--- src/rtl/dma_copy_engine.sv ---
// -----------------------------------------------------------------------------
// dma_copy_engine
//
// Single-port memory copy engine. A transfer copies `length` words from
// src_addr upward to dst_addr upward. Each word takes one READ cycle and one
// WRITE cycle. All outputs are decoded from registered state only (Moore).
//
// Optional feature (compile-time macro DMA_COPY_ENGINE_FILL_EN):
//   When defined, fill_mode is latched at start. If it is set, the READ phase
//   is skipped and every WRITE stores fill_value (one cycle per word).
//   When undefined, fill_mode and fill_value are accepted but ignored.
//
// Ports:
//   clock            in   single clock, all state changes on posedge
//   reset            in   asynchronous active-high reset
//   start            in   one-cycle transfer request, sampled only in IDLE
//   src_addr         in   first source word address
//   dst_addr         in   first destination word address
//   length           in   number of words to move (0 is legal)
//   fill_mode        in   1 = write fill_value instead of copying (option)
//   fill_value       in   constant word used in fill mode (option)
//   mem_address      out  memory port address (0 in IDLE/DONE)
//   mem_write_data   out  memory port write data (0 outside WRITE)
//   mem_write_enable out  memory port write strobe
//   mem_read_data    in   memory port read data (memory updates it on negedge)
//   busy             out  high in READ and WRITE
//   done             out  one-cycle completion pulse
//   words_done       out  words written in the current/last transfer
// -----------------------------------------------------------------------------
module dma_copy_engine #(
  parameter int ADDR_WIDTH = 16,
  parameter int DATA_WIDTH = 16
) (
  input  logic                  clock,
  input  logic                  reset,
  input  logic                  start,
  input  logic [ADDR_WIDTH-1:0] src_addr,
  input  logic [ADDR_WIDTH-1:0] dst_addr,
  input  logic [ADDR_WIDTH-1:0] length,
  input  logic                  fill_mode,
  input  logic [DATA_WIDTH-1:0] fill_value,
  output logic [ADDR_WIDTH-1:0] mem_address,
  output logic [DATA_WIDTH-1:0] mem_write_data,
  output logic                  mem_write_enable,
  input  logic [DATA_WIDTH-1:0] mem_read_data,
  output logic                  busy,
  output logic                  done,
  output logic [ADDR_WIDTH-1:0] words_done
);

  typedef enum logic [1:0] {
    S_IDLE  = 2'd0,
    S_READ  = 2'd1,
    S_WRITE = 2'd2,
    S_DONE  = 2'd3
  } state_e;

  state_e                state_q, state_d;
  logic [ADDR_WIDTH-1:0] src_q,   src_d;
  logic [ADDR_WIDTH-1:0] dst_q,   dst_d;
  logic [ADDR_WIDTH-1:0] len_q,   len_d;
  logic [ADDR_WIDTH-1:0] cnt_q,   cnt_d;
  logic [DATA_WIDTH-1:0] buf_q,   buf_d;
  logic                  fill_q,  fill_d;

  // Fill request as seen at start; tied off when the fill option is absent.
  logic                  fill_req_s;
`ifdef DMA_COPY_ENGINE_FILL_EN
  assign fill_req_s = fill_mode;
`else
  assign fill_req_s = 1'b0;
  // Fill inputs exist on the port list but have no function in this build.
  logic unused_fill_s;
  assign unused_fill_s = ^{fill_mode, fill_value};
`endif

  // State and transfer registers; async reset clears everything.
  always_ff @(posedge clock or posedge reset) begin
    if (reset) begin
      state_q <= S_IDLE;
      src_q   <= {ADDR_WIDTH{1'b0}};
      dst_q   <= {ADDR_WIDTH{1'b0}};
      len_q   <= {ADDR_WIDTH{1'b0}};
      cnt_q   <= {ADDR_WIDTH{1'b0}};
      buf_q   <= {DATA_WIDTH{1'b0}};
      fill_q  <= 1'b0;
    end else begin
      state_q <= state_d;
      src_q   <= src_d;
      dst_q   <= dst_d;
      len_q   <= len_d;
      cnt_q   <= cnt_d;
      buf_q   <= buf_d;
      fill_q  <= fill_d;
    end
  end

  // Next-state logic: inputs are only looked at in IDLE, so mid-transfer
  // changes on start/src/dst/length/fill have no effect.
  always_comb begin
    state_d = state_q;
    src_d   = src_q;
    dst_d   = dst_q;
    len_d   = len_q;
    cnt_d   = cnt_q;
    buf_d   = buf_q;
    fill_d  = fill_q;
    case (state_q)
      S_IDLE: begin
        if (start) begin
          src_d  = src_addr;
          dst_d  = dst_addr;
          len_d  = length;
          cnt_d  = {ADDR_WIDTH{1'b0}};
          fill_d = fill_req_s;
          if (length == {ADDR_WIDTH{1'b0}}) begin
            state_d = S_DONE;
          end else if (fill_req_s) begin
            // Fill data rides in the data buffer so WRITE needs no mux.
            buf_d   = fill_value;
            state_d = S_WRITE;
          end else begin
            state_d = S_READ;
          end
        end else begin
          state_d = S_IDLE;
        end
      end
      S_READ: begin
        buf_d   = mem_read_data;
        state_d = S_WRITE;
      end
      S_WRITE: begin
        cnt_d = cnt_q + {{(ADDR_WIDTH-1){1'b0}}, 1'b1};
        if (cnt_d == len_q) begin
          state_d = S_DONE;
        end else if (fill_q) begin
          state_d = S_WRITE;
        end else begin
          state_d = S_READ;
        end
      end
      S_DONE: begin
        state_d = S_IDLE;
      end
      default: begin
        state_d = S_IDLE;
      end
    endcase
  end

  // Moore output decode; address sums wrap naturally at ADDR_WIDTH bits.
  always_comb begin
    mem_address      = {ADDR_WIDTH{1'b0}};
    mem_write_data   = {DATA_WIDTH{1'b0}};
    mem_write_enable = 1'b0;
    busy             = 1'b0;
    done             = 1'b0;
    case (state_q)
      S_IDLE: begin
        busy = 1'b0;
      end
      S_READ: begin
        mem_address = src_q + cnt_q;
        busy        = 1'b1;
      end
      S_WRITE: begin
        mem_address      = dst_q + cnt_q;
        mem_write_data   = buf_q;
        mem_write_enable = 1'b1;
        busy             = 1'b1;
      end
      S_DONE: begin
        done = 1'b1;
      end
      default: begin
        busy = 1'b0;
      end
    endcase
  end

  assign words_done = cnt_q;

endmodule

--- config.mk ---
export PLATFORM = sky130hd
export DESIGN_NAME = dma_copy_engine
export DESIGN_NICKNAME = d
export VERILOG_FILES = /design/src/rtl/dma_copy_engine.sv
export SDC_FILE = /design/constraint.sdc
export NUM_CORES = 1
export LEC_CHECK = 0
export ABC_AREA = 0
export BUFFER_PORTS_ARGS = -buffer_cell sky130_fd_sc_hd__buf_2
export CAP_MARGIN = 10
export CORE_MARGIN = 4
export CORE_UTILIZATION = 53
export CTS_CLUSTER_DIAMETER = 50
export DETAILED_ROUTE_END_ITERATION = 16
export PLACE_DENSITY = 0.81
export SETUP_SLACK_MARGIN = 0.2
export SYNTH_ARGS = -nofsm -noshare
export SYNTH_HDL_FRONTEND = slang
export SYNTH_SLANG_ARGS = --single-unit
--- constraint.sdc ---
create_clock -name clock -period 4.45 [get_ports clock]
set_input_delay 0 -clock clock [delete_from_list [all_inputs] [get_ports clock]]
set_output_delay 0 -clock clock [all_outputs]
set_load 0.05 [all_outputs]
Word level (Yosys, flattened, before mapping)
Cells that the tools add are included.

Input port bits: 84. Flip-flop bits (word level): 82. Output and inout bits: 51.

Add/sub/neg operators: 3. Mux-type cells: 11. Equality and inequality tests: 5. Reduce and logical (&&, ||, !) cells: 6.

Operators with widths (count): 16-bit one-hot mux with 2 select lines (2); 16-bit adder (2); 16-bit 2-to-1 mux (2); 16-bit by 1-bit adder with 16-bit output, second input constant (1); 16-bit equality test (1); 16-bit logical NOT (1); 2-bit one-hot mux with 4 select lines (1); 2-bit 2-to-1 mux (3); 2-bit equality test, second input constant (2); 2-bit AND reduction (2); 1-bit 2-to-1 mux (3); 2-bit by 1-bit equality test with 1-bit output, second input constant (1); 2-bit logical NOT (1); 2-bit inequality test, second input constant (1); 2-bit nonzero test (1); 2-bit OR reduction (1).

Logic depth before layout (Yosys ltp)
Depth in word-level cells: 4. Gate-level depth with buffers: 14. Mapped depth without buffers: 12.

Worst setup path after synthesis
Ideal clock, no wire load.

Kind: register to output. From: reg state_q[0]. To: out mem_address[14]. Data required time: 4.450 ns. Data arrival time: 4.350 ns. Path buffers: 2. Cell stages (with the launch flop): 15. Setup slack: 0.100 ns. Cell sequence: dfrtp_1 -> inv_1 -> ha_1 -> clkbuf_1 -> buf_1 -> mux2_2 -> ha_1 -> inv_1 -> fa_1 -> nor2b_1 -> o21ai_0 -> a21boi_0 -> o21ai_0 -> o31ai_1 -> mux2i_1.

Longest elaborated chain between the ends: 2. Elaborated cells on any way between the ends: 3. Those cells by class: 2 x eq/ne; 1 x mux.

Ends and longest elaborated chain: from (decl) (RTL line 58) `state_e state_q, state_d;`; from (signal assigned) (RTL line 88) `state_q <= state_d;`; 2-bit equality test or 2-bit by 1-bit equality test with 1-bit output (tied branches) (RTL line 159) `case (state_q)`; 16-bit one-hot mux with 2 select lines * (RTL line 159); to (decl) (RTL line 42) `output logic [ADDR_WIDTH-1:0] mem_address,`.

Every way passes the cells marked *; elsewhere a longest branch is shown, timed or not.

Final worst setup path
Ends and elaborated chain as after synthesis.

==> parameters.txt <==
Parameter                              Value

CTS
  Num Clock Sinks ... 82
  Maximum root-to-sink buffer count ... 2
  Maximum level of the CTS H-tree ... 3
  CTS Root Cell ... clkbuf_8
  Clock-pin transition on the worst setup and hold timing paths ... around 0.080 ns
  Total clock buffers created by CTS ... 9
  CTS tree ... built
  Clk Latency, worst-skew pair ... around 0.36 ns
  Number of buffers inserted by post-CTS setup repair ... 0

Placed design
  HPWL reported at the end of detailed placement ... just under 9000 um
  Placement Cell Area ... approximately 5600 sq um
  Number of buffers added on ports ... ~120
  Placer's final routability congestion estimate ... between 0.8 and 0.9

Layout
  # nets final ... ~740
  Post-route design area ... about 6400 sq um
  Antenna diode instance count ... 0
  Fraction of layout cells with a size suffix above 1 ... 0.348
  Area growth from synthesis to layout ... 30.4%

Pwr
  Cell area power density ... ~220 nW/um^2
  Cell leakage power ... between 0.003 and 0.004 uW
  Peak VDD IR ... 0.172 mV

STA
  Setup repair after global routing missed its margin ... false
  Setup Total Neg Slack ... 0 ns
  Fmax ... 253 MHz
  Slew at the pin closest to its max-slew limit ... ~1.1 ns
  Pins over their slew limit ... 0
  Number of endpoints with negative hold slack in the final report ... 0
  Total of endpoints with negative setup slack in the final report ... 0
  Normalized max-slew margin ... 0.247
  Worst hold-check slack ... between 0.15 and 0.2 ns
  Fraction of the cycle the final worst path needs ... 0.888
  Worst-case clock skew ... 0.0126 ns
  Post-layout min period ... approximately 4 ns

Global routing
  Overall global routing resource usage ... 0.236
  Global-route wire length before repair ... 21200 um
  Most crowded layer after global routing ... met2
  Grt total ovfl ... 0
  Number of global-route vias before repair ... 4369
  M1 GR Usage ... 0.298
  Met2 layer usage reported by global route ... 0.419
  Number of antenna violations at the first check in global routing ... 0
  Fraction of met3 tracks used by global routing ... 0.0515
  Maximum number of pins on one net before global-route repair ... 83

Synthesis
  Sequential share of the synthesized area ... 0.417
  Flip-flop and latch count after synthesis ... 82
  Library cell occupying the most area in the post-synthesis netlist ... dfrtp_1
  Syn nets ... approximately 570
  Area contributors post-synth ... dfrtp_1 (42%), mux2_2 (18%), ha_1 (5.1%)
  Gate count after technology mapping ... around 470
  Async set-reset flop share out of synthesis ... 1.00
  Count of cell types in the netlist ... 51
  Main synth FF type ... dfrtp_1
  Area fraction of the dominant cell type after synthesis ... 0.417
  Number of synthesized flops with an enable pin ... 0
  Average footprint of a synthesized cell ... 10.5 sq um
  YS warnings ... 0
  Netlist area before placement ... a little under 5000 sq um

Critical path
  Register-to-register setup slack ... around 1.6 ns
  Crit path arrival time ... 3.95 ns
  Worst reg2reg path endpoint ... words_done[7]
  CP Max Fanout ... 12
  Crit path kind ... flop to output pin
  Required time worst endpoint ... 4.45 ns
  Reg2reg path depth ... 10
  Startpoint of the worst register-to-register path ... state_q[0]
  Element type at the critical path start ... flop
  Crit end category ... output pin

Detailed routing
  Number of DRC violations after detailed routing ... 0
  Vias ... about 4200
  DR vias/cell ... around 5.6
  Count of nets left with antenna violations after detail routing ... 0
  1st-iter DRT viols ... 264
  Post-Route WL ... 12700 um
  Routed wire length per instance ... 17.0 um
  Pre-antenna DRT Iters ... 5

Floorplan
  Starting density of the core ... 0.554
  Core box area ... 8890 sq um
  IO Pins ... between 100 and 150
  Overall die height ... ~100 um
  Die ar. ... approximately 11000 sq um
  Rows ... 34
  Horiz. Die Dim ... 104 um

Min path
  Hold path startpoint ... start
  Hold Crit Depth ... 5
  Hold EP ... words_done[15]
  Hold Crit Class ... input pin to flop

Outcome
  Run status ... complete, no violations

Job
  Number of violations of the max-capacitance limit ... 0
[stage by stage]
step / worst slack (ns) / util / std cells / power [uW]
3_3_place_gp: 0.961 / 0.626 / 670 / 822
4_1_cts: 0.347 / 0.722 / 751 / 1420
6_report: 0.498 / 0.722 / 751 / 1410
5_1_grt: 0.227 / 0.722 / 751 / 1480
2_1_floorplan: 0.221 / - / 468 / 787
3_5_place_dp: 0.753 / 0.626 / 670 / 825
[synthesized netlist by cell type, drive strengths merged, types with 2 or more instances]
library cell  count
a21oi            11
ha               20
nor3              6
clkbuf           15
and2             21
a31oi             5
or4               3
o31ai             9
a21boi            3
nor3b             3
buf              12
xor2             11
o22ai             2
and3              5
mux2i             6
nor2b             6
a41oi             2
nor4              3
a21o              4
nand4             8
nand4b            2
nand3            11
o21a              3
o21bai            2
inv              13
nand2b            4
o41ai             2
mux2             80
or3               6
nor2             17
nand3b            2
xnor2            12
nand2            30
and4              3
dfrtp            82
o21ai            30
o211ai            4
[power breakdown]
group / switching, uW / total, uW / leakage, uW / internal [uW]
combinational: 35.9 / 100 / 0.00206 / 64.2
clock: 281 / 559 / 0.0000962 / 278
sequential: 3.66 / 755 / 0.00109 / 752
total: 321 / 1410 / 0.00325 / 1090
[how the worst max path moves through the flow]
stage               start  slack, ns              end  cells past startpoint
2_1_floorplan  state_q[0]       0.22  mem_address[12]                     14
3_3_place_gp   state_q[0]       0.96  mem_address[14]                     13
3_5_place_dp   state_q[0]       0.75  mem_address[14]                     13
6_report       state_q[0]       0.50  mem_address[14]                     13
5_1_grt        state_q[0]       0.23  mem_address[14]                     13
4_1_cts        state_q[0]       0.35  mem_address[14]                     13
[critical path, stage by stage (launching register included)]
cell      delay [ns]
dfrtp_1         0.41
inv_1           0.10
ha_1            0.31
buf_4           0.27
mux2_2          0.22
inv_1           0.06
fa_1            0.41
nor2b_1         0.17
o21ai_0         0.14
a21boi_1        0.34
o21ai_0         0.21
o31ai_1         0.40
mux2i_2         0.26
buf_2           0.29
[timing repair]
action	4_1_cts	5_1_grt
gates resized for setup	0	1
endpoints found under the hold margin	84	0
setup endpoints to repair	0	1
hold buffers	65	0
[cells in the final DEF, fill, tap and decap left out, drive strengths merged, types with 4 or more instances in the layout]
master and instances:
nand3 11, a31oi 5, o211ai 4, nand2 30, and3 5, mux2 80, dfrtp 82, nor2b 6
xor2 11, ha 20, mux2i 6, a21o 4, o21ai 30, nand2b 4, nor3 6, a21oi 11
inv 13, clkbuf 11, dlygate4sd3 65, and2 21, or3 6, nor2 17, o31ai 9, buf 121
xnor2 12, nand4 8
[cell type report]
cell class / count / area, sq um
multi-input combinational: 346 / 2710
fill: 639 / 2470
sequential: 82 / 2050
timing repair buffer: 186 / 1270
clock buffer: 11 / 141
tap: 108 / 135
clock inverter: 5 / 62.6
inverter: 13 / 50.0
[flip-flops by register name, indices dropped and copies added, names as in the netlist]
name and cells:
src_q 16, words_done 16, buf_q 16, dst_q 16
len_q 16, state_q 2
[per-layer routing]
metal  vias to the layer above  routed length, um
met5                         -                  0
met4                         0                 95
met3                        13                710
met2                       120               6490
met1                      2026               5440
li1                       2030                  -
[logic make-up after synthesis]
group,synth area share
AND/OR/NAND/NOR,0.149
multiplexers,0.195
AO/OA/AOI/OAI,0.107
flip-flops,0.417
buffers and inverters,0.0341
XOR/XNOR,0.0409
adder cells (fa/ha/maj),0.0569
(Power assumes the default switching activity.)
